**src/rtl/systolic_matmul_core.sv**
```systemverilog
// Output-stationary NxN systolic multiplier: C = A x B with skewed row/column feeders.
// Latency: 3N-2 cycles from accept edge to the o_validResult pulse.
// Backpressure: o_ready is high only in IDLE; requests while busy are ignored.
module systolic_matmul_core #(
  parameter int N      = 4,
  parameter int W      = 8,
  parameter int ACCW   = 2*W + $clog2(N),
  parameter int SIGNED = 0
) (
  input  logic                             i_clk,
  input  logic                             i_arst,
  input  logic [N-1:0][N-1:0][W-1:0]       i_a,
  input  logic [N-1:0][N-1:0][W-1:0]       i_b,
  input  logic                             i_validInput,
  output logic                             o_ready,
  output logic [N-1:0][N-1:0][ACCW-1:0]    o_c,
  output logic                             o_validResult
);

  localparam int              CW   = $clog2(3*N);
  // Counter value seen just before the final MAC edge E(3N-2).
  localparam logic [CW-1:0]   LAST = CW'(3*N-3);

  typedef enum logic {IDLE, RUN} state_t;

  state_t                          state_q, state_d;
  logic [CW-1:0]                   cnt_q;
  logic                            accept, last;

  // Captured operands the feeders index into; only written on the accept edge.
  logic [N-1:0][N-1:0][W-1:0]      a_q, b_q;
  logic [N-1:0][W-1:0]             feed_a, feed_b;
  // a_pipe[i][j] carries PE(i,j)'s a operand to PE(i,j+1); b_pipe[i][j] to PE(i+1,j).
  logic [N-1:0][N-2:0][W-1:0]      a_pipe;
  logic [N-2:0][N-1:0][W-1:0]      b_pipe;
  logic [N-1:0][N-1:0][W-1:0]      a_in, b_in;
  logic [N-1:0][N-1:0][ACCW-1:0]   acc, acc_nxt;

  // Full 2W-bit product, extended to accumulator width per operand signedness.
  function automatic logic [ACCW-1:0] mul_ext(input logic [W-1:0] x, input logic [W-1:0] y);
    logic signed [2*W-1:0] ps;
    logic        [2*W-1:0] pu;
    ps = $signed({{W{x[W-1]}}, x}) * $signed({{W{y[W-1]}}, y});
    pu = {{W{1'b0}}, x} * {{W{1'b0}}, y};
    if (SIGNED != 0) return {{(ACCW-2*W){ps[2*W-1]}}, ps};
    else             return {{(ACCW-2*W){1'b0}}, pu};
  endfunction

  // Next-state and handshake decode: accept from IDLE, finish on the last MAC edge.
  always_comb begin
    state_d = state_q;
    accept  = 1'b0;
    last    = 1'b0;
    o_ready = 1'b0;
    case (state_q)
      IDLE: begin
        o_ready = 1'b1;
        if (i_validInput) begin
          accept  = 1'b1;
          state_d = RUN;
        end
      end
      RUN: begin
        if (cnt_q == LAST) begin
          last    = 1'b1;
          state_d = IDLE;
        end
      end
      default: state_d = IDLE;
    endcase
  end

  // State register.
  always_ff @(posedge i_clk or posedge i_arst) begin
    if (i_arst) state_q <= IDLE;
    else        state_q <= state_d;
  end

  // Run cycle counter: 0 after accept, advances on every RUN edge.
  always_ff @(posedge i_clk or posedge i_arst) begin
    if (i_arst)                cnt_q <= '0;
    else if (accept)           cnt_q <= '0;
    else if (state_q == RUN)   cnt_q <= cnt_q + CW'(1);
  end

  // Skew feeders: row i / column j emit element k when cnt == index + k, else zero.
  always_comb begin
    feed_a = '0;
    feed_b = '0;
    if (state_q == RUN) begin
      for (int i = 0; i < N; i++) begin
        for (int k = 0; k < N; k++) begin
          if (int'(cnt_q) == i + k) begin
            feed_a[i] = a_q[i][k];
            feed_b[i] = b_q[k][i];
          end
        end
      end
    end
  end

  // PE operand routing and the multiply-accumulate for every grid position.
  always_comb begin
    a_in = '0;
    b_in = '0;
    for (int i = 0; i < N; i++) begin
      a_in[i][0] = feed_a[i];
      b_in[0][i] = feed_b[i];
      for (int j = 1; j < N; j++) begin
        a_in[i][j] = a_pipe[i][j-1];
        b_in[j][i] = b_pipe[j-1][i];
      end
    end
    acc_nxt = '0;
    for (int i = 0; i < N; i++) begin
      for (int j = 0; j < N; j++) begin
        acc_nxt[i][j] = acc[i][j] + mul_ext(a_in[i][j], b_in[i][j]);
      end
    end
  end

  // Datapath: capture on accept, accumulate and shift while running, publish on the last edge.
  always_ff @(posedge i_clk or posedge i_arst) begin
    if (i_arst) begin
      a_q           <= '0;
      b_q           <= '0;
      a_pipe        <= '0;
      b_pipe        <= '0;
      acc           <= '0;
      o_c           <= '0;
      o_validResult <= 1'b0;
    end else begin
      o_validResult <= last;
      if (accept) begin
        a_q    <= i_a;
        b_q    <= i_b;
        a_pipe <= '0;
        b_pipe <= '0;
        acc    <= '0;
      end else if (state_q == RUN) begin
        acc <= acc_nxt;
        for (int i = 0; i < N; i++) begin
          for (int j = 0; j < N-1; j++) begin
            a_pipe[i][j] <= a_in[i][j];
            b_pipe[j][i] <= b_in[j][i];
          end
        end
        if (last) o_c <= acc_nxt;
      end
    end
  end

endmodule

```
**config.mk**
```make
export PLATFORM = sky130hd
export DESIGN_NAME = systolic_matmul_core
export DESIGN_NICKNAME = d
export VERILOG_FILES = /design/src/rtl/systolic_matmul_core.sv
export SDC_FILE = /design/constraint.sdc
export NUM_CORES = 2
export LEC_CHECK = 0
export ABC_AREA = 1
export ABC_CLOCK_PERIOD_IN_PS = 55600
export CORE_AREA = 5 5 431 433
export DETAILED_ROUTE_END_ITERATION = 12
export DIE_AREA = 0 0 436 438
export GPL_TIMING_DRIVEN = 0
export PLACE_DENSITY_LB_ADDON = 0.25
export SLEW_MARGIN = 30
export SYNTH_ARGS = -nofsm -noshare
export SYNTH_HDL_FRONTEND = slang
export SYNTH_SLANG_ARGS = --single-unit
export TNS_END_PERCENT = 30
```
**constraint.sdc**
```tcl
create_clock -name i_clk -period 55.6 [get_ports i_clk]
set_input_delay 8.34 -clock i_clk [delete_from_list [all_inputs] [get_ports i_clk]]
set_output_delay 8.34 -clock i_clk [all_outputs]
set_load 0.05 [all_outputs]
```
# Yosys cells after proc, flatten, opt, wreduce, memory -nomap -nowiden
# Cells that the tools add are included.
dict set report word_totals {
  register_bits 1030
  ramBits 0
  latch_bits 0
  memories 0
  out_inout_bits 290
  mem_bits_ro 0
  input_bits 259
  wordCells 185
}
dict set report classes {
  reduce_logical 3
  mul 16
  magnitude_cmp 0
  muxes 49
  div_mod_pow 0
  eq_ne 7
  n_addsub 17
  n_shift 0
  bitwise 2
}
# cell n
set op_table {}
lappend op_table {{two-way mux 288 bit} 2}
lappend op_table {{two-way mux 96 bit} 4}
lappend op_table {{adder 18 x 16 -> 18 bit} 16}
lappend op_table {{multiplier 8 x 8 -> 16 bit} 16}
lappend op_table {{two-way mux 8 bit} 32}
lappend op_table {{two-way mux 32 bit} 2}
lappend op_table {{equality test 4 bit, second input constant} 4}
lappend op_table {{equality test 4 x 3 -> 1 bit, second input constant} 2}
lappend op_table {{two-way mux 4 bit} 2}
lappend op_table {{two-way mux 1 bit} 6}
lappend op_table {{adder 4 x 1 -> 4 bit, second input constant} 1}
lappend op_table {{equality test 4 x 2 -> 1 bit, second input constant} 1}
lappend op_table {{logical NOT 4 bit} 1}
lappend op_table {{AND reduction 3 bit} 1}
lappend op_table {{inverter 1 bit} 2}
lappend op_table {{one-hot mux 1 bit (2 select lines)} 1}
lappend op_table {{nonzero test 2 bit} 1}

# Depth between registers and ports, before layout
dict set report depth {
  depth_word 10
  mapped_depth 31
  depth_no_buf 30
}

# Least setup slack after synthesis
# OpenSTA, ideal clock, no wires.
dict set report synth_timing {
  kind {register to output}
  startpoint {reg state_q}
  endpoint {out o_ready}
  arrival_ns 1.415
  path_buffers 2
  path_stages_with_launch 4
  path_slack_ns 45.845
  required_time_ns 47.260
  path_cell_list {dfrtp_1 -> inv_2 -> clkbuf_1 -> buf_1}
}
dict set report synth_between {
  elab_chain_len 1
}
# element line
set synth_lines {}
lappend synth_lines {{start: declaration} 26} ;# state_t state_q, state_d;
lappend synth_lines {{start signal: assignment} 76} ;# else state_q <= state_d;
lappend synth_lines {{two-way mux 1 bit} 55} ;# case (state_q)
lappend synth_lines {{end: declaration} 15} ;# output logic o_ready,
# Every way passes these cells.

# Worst setup path after layout
# Ends and elaborated chain as after synthesis.

==> summary.md <==
In this run the number of H-tree levels came out at 4. Sequential cells account for 21.9% of the total power. In the layout the commonest cells are nand2_1 (2956), inv_1 (2382), dfrtp_1 (1030). Wires add up to 296000 µm. The tools report the utilization after layout as 54.4%. In this run the core area contains 157 standard-cell rows. The tools report the post-detailed-route count of antenna-violating nets as 0.

VDD sags by at most 0.0310 mV. In the synthesized netlist, the number of instances is 10500. Clock-pin slew was measured on the worst setup and hold paths at 0.06 ns. Dividing the detail-routed via count by the number of cells gives 5.19.

In this run the cell area of the synthesized design comes to 84700 µm². In the final layout, the share of cells above drive strength 1 is 6.61%. In this run the post-CTS setup repair buffer count came out at 0. The run finished with clean final reports. In this run, the clock network consumes 15.7% of the power. The final cell count without fillers is 13700, and the required time reported for the critical path endpoint is 47.26 ns. No sink is reached through more buffers than the 3 on the longest clock path. Sequential cells were found to cover 30.4% of the synthesized design area. The total DRC errors in the routed layout came out at 0. For the data arrival time of the critical path, the log shows 3.63 ns.

Across the run, the number of max-cap violations was 0. The total I/O pin count was 549; the minimum clock period was 11.97 ns. Counting distinct cell types in the post-synthesis netlist gives 33. For the final database, setup skew stands at 0.0787 ns. The worst setup path is captured at an output port.

The min-delay analysis places its worst path in the category reg -> reg. Setup slack on the critical path of the routed design comes to 43.63 ns. For the wire length of the first global-routing pass, the log shows 447000 µm. TritonCTS built the clock tree. The die is 438 µm tall. For the weighted congestion reported at the end of routability-driven placement, the log shows 0.963. Across all layers, the routed design uses 71100 vias.

Synthesis produced a netlist with a net count of 12200. Of the available clock period, the critical path in the final layout requires 21.5%. After legalization and detailed placement, the total HPWL measured 238000 µm. The number of gates resized after CTS was 0.

Of the total power, the share spent switching nets is 51.8%. The number of global-route vias before repair came out at 73300. By startpoint and endpoint, the worst setup path is classified as reg -> out. Yosys printed 0 warnings.

For the worst-skew pair, the clock arrives at the later sink with an insertion delay of 0.84 ns. Based on the critical path, the design can be clocked at up to 0.0835 GHz. The floorplan step defined a die boundary enclosing 191000 µm².

Adding up every negative setup slack in the final design gives 0 ns. The core region is 182000 µm². The first detailed-routing pass ran for 7 iterations.

The logs give 44.10 ns for the pre-CTS worst setup slack and 54.7 nW for the leakage power figure. The worst setup path is launched from a flip-flop. Power spread over the standard cell area amounts to 58.6 nW/µm².

Setup violations remaining at the end of the flow were counted as 0. The cell sitting at the root of the clock tree is a clkbuf_16. After clock tree synthesis, the flow added hold-fix buffers numbering 0. Count of nets after finishing: 12900.

The starting density of the core is 46.6%. The combinational share of power is 62.4%, and the number of input and output port buffers inserted is 548. Global routing consumed, over all layers together, 31.0% of the routing resources. The maximum number of pins on one net before global-route repair is 96, and the width of the die is 436 µm. Power comes to 0.00578 W. The transition time of the tightest slew-check pin is 1.04 ns, and the number of clock buffers inserted by TritonCTS is 132. The count of pins over their slew limit is 0, and the mean instance size in the synthesized netlist is 8.07 µm². The internal power of the cells totals 0.00279 W. The number of hold violations in the final report is 0. The maximum fanout along the worst path is 10, and the initial antenna violation count is 28. Setup repair after global routing left no endpoint under its margin. Relative to the synthesized area, the layout overhead comes to 16.6%. After synthesis the netlist holds a flip-flop and latch count of 1030. In the final routed layout, each cell accounts on average for 21.6 µm.

The headroom to the max-slew limit is 30.4%, and the number of sinks on the clock net is 1030. The total grt overflow was 0; the starting DRC count in detailed routing was 5664. The library cell used most frequently in the layout, excluding fill and tap cells, is nand2_1.

In this run the power spent charging and discharging nets is 0.00300 W. Including well taps, the total number of placed cells is 13500.
## power groups by stage
stage | Combinational [W] | Sequential, W | Clock (W)
2_1_floorplan | 0.00211 | 0.00151 | 0
3_3_place_gp | 0.00348 | 0.00128 | 0
3_5_place_dp | 0.00358 | 0.00127 | 0
4_1_cts | 0.00360 | 0.00126 | 0.000922
5_1_grt | 0.00400 | 0.00130 | 0.000949
6_report | 0.00361 | 0.00127 | 0.000910
## synthesized netlist by cell type
library cell  count  area (µm²)
nand3b_1         35         263
and2_1           18         113
mux2_2          240        2700
dfrtp_1        1030       25800
o21bai_4          1        18.8
clkbuf_1        283        1060
nand4_1          47         294
inv_2            15        56.3
buf_6             1        11.3
xor2_1           24         210
o21bai_2         15         169
inv_1          2383        8940
nand3_1         621        3110
nand2_4           1        11.3
ha_1            644        8060
o21ai_0         244        1220
o22ai_1         113         707
nor3_4            1        16.3
xnor2_1          60         526
inv_4             1        6.26
buf_4             9        67.6
nor4_4            1        21.3
nor2_4            4        45.0
buf_2            63         315
nor2_1          507        1900
a21oi_1         156         781
clkinv_1          8        30.0
nand2_1        2956       11100
nand2_2          34         213
buf_1            27         101
or2_2            50         313
fa_1            800       16000
o21ai_1         105         526
## cell type report
cell class              instances  area (µm²)
repair buffers                582        6330
diodes                         16        40.0
clock inverters                59         910
multi-input cells            6677       48300
clock buffers                 176        3710
well taps                    2385        2980
flip-flops and latches       1030       25800
plain buffers                 383        1630
inverters                    2407        9040
fillers                     17000       82900
## logic make-up after synthesis
| kind of cell | after synthesis | synth area share, % |
|---|---|---|
| AND/OR/NAND/NOR | 4275 | 20.5 |
| buffers and inverters | 2790 | 12.5 |
| flip-flops | 1030 | 30.4 |
| adder cells (fa/ha/maj) | 1444 | 28.4 |
| XOR/XNOR | 84 | 0.869 |
| AO/OA/AOI/OAI | 634 | 4.04 |
| multiplexers | 240 | 3.19 |
## critical path: stages (launching register included)
cell	delay [ns]
dfrtp_1	0.40
inv_2	0.25
clkbuf_1	0.58
buf_1	0.49
buf_8	0.22
clkdlybuf4s50_1	0.83
## state kept, by name, summed over array words and instances, names as in the netlist
signal / count
a_in: 96
a_q: 128
acc: 288
b_in: 96
b_q: 128
cnt_q: 4
o_c: 288
o_validResult: 1
state_q: 1
## routing by layer
layer  GRT usage [%]  vias up  wire, µm  share of wire (%)
li1                -    32900         -                  -
met1            37.9    34900    115000                 39
met2            50.7     2599    137000                 46
met3            5.65      676     20800                7.0
met4            20.4        4     23300                7.9
met5               0        -        25             0.0085
## worst paths after layout
kind / startpoint / endpoint / slack (ns) / cells past startpoint
min in group asynchronous: i_arst / o_c[206]$_DFFE_PP0P_ / 7.93 / 2
max: state_q$_DFF_PP0_ / o_ready / 43.63 / 5
max reg2reg: cnt_q[0]$_DFFE_PP0P_ / o_c[81]$_DFFE_PP0P_ / 48.71 / 25
min reg2reg: o_c[208]$_DFFE_PP0P_ / o_c[208]$_DFFE_PP0P_ / 0.47 / 2
max in group asynchronous: i_arst / a_q[34]$_DFFE_PP0P_ / 45.91 / 5
min: o_c[208]$_DFFE_PP0P_ / o_c[208]$_DFFE_PP0P_ / 0.47 / 2
## per-stage QoR
stage	area [µm²]	hold slack [ns]
6_report	98800	0.474
5_1_grt	98800	0.494
4_1_cts	98700	0.479
3_5_place_dp	94100	0.465
3_3_place_gp	93200	0.460
2_1_floorplan	84700	0.449
Power figures use the tool's default switching activity.
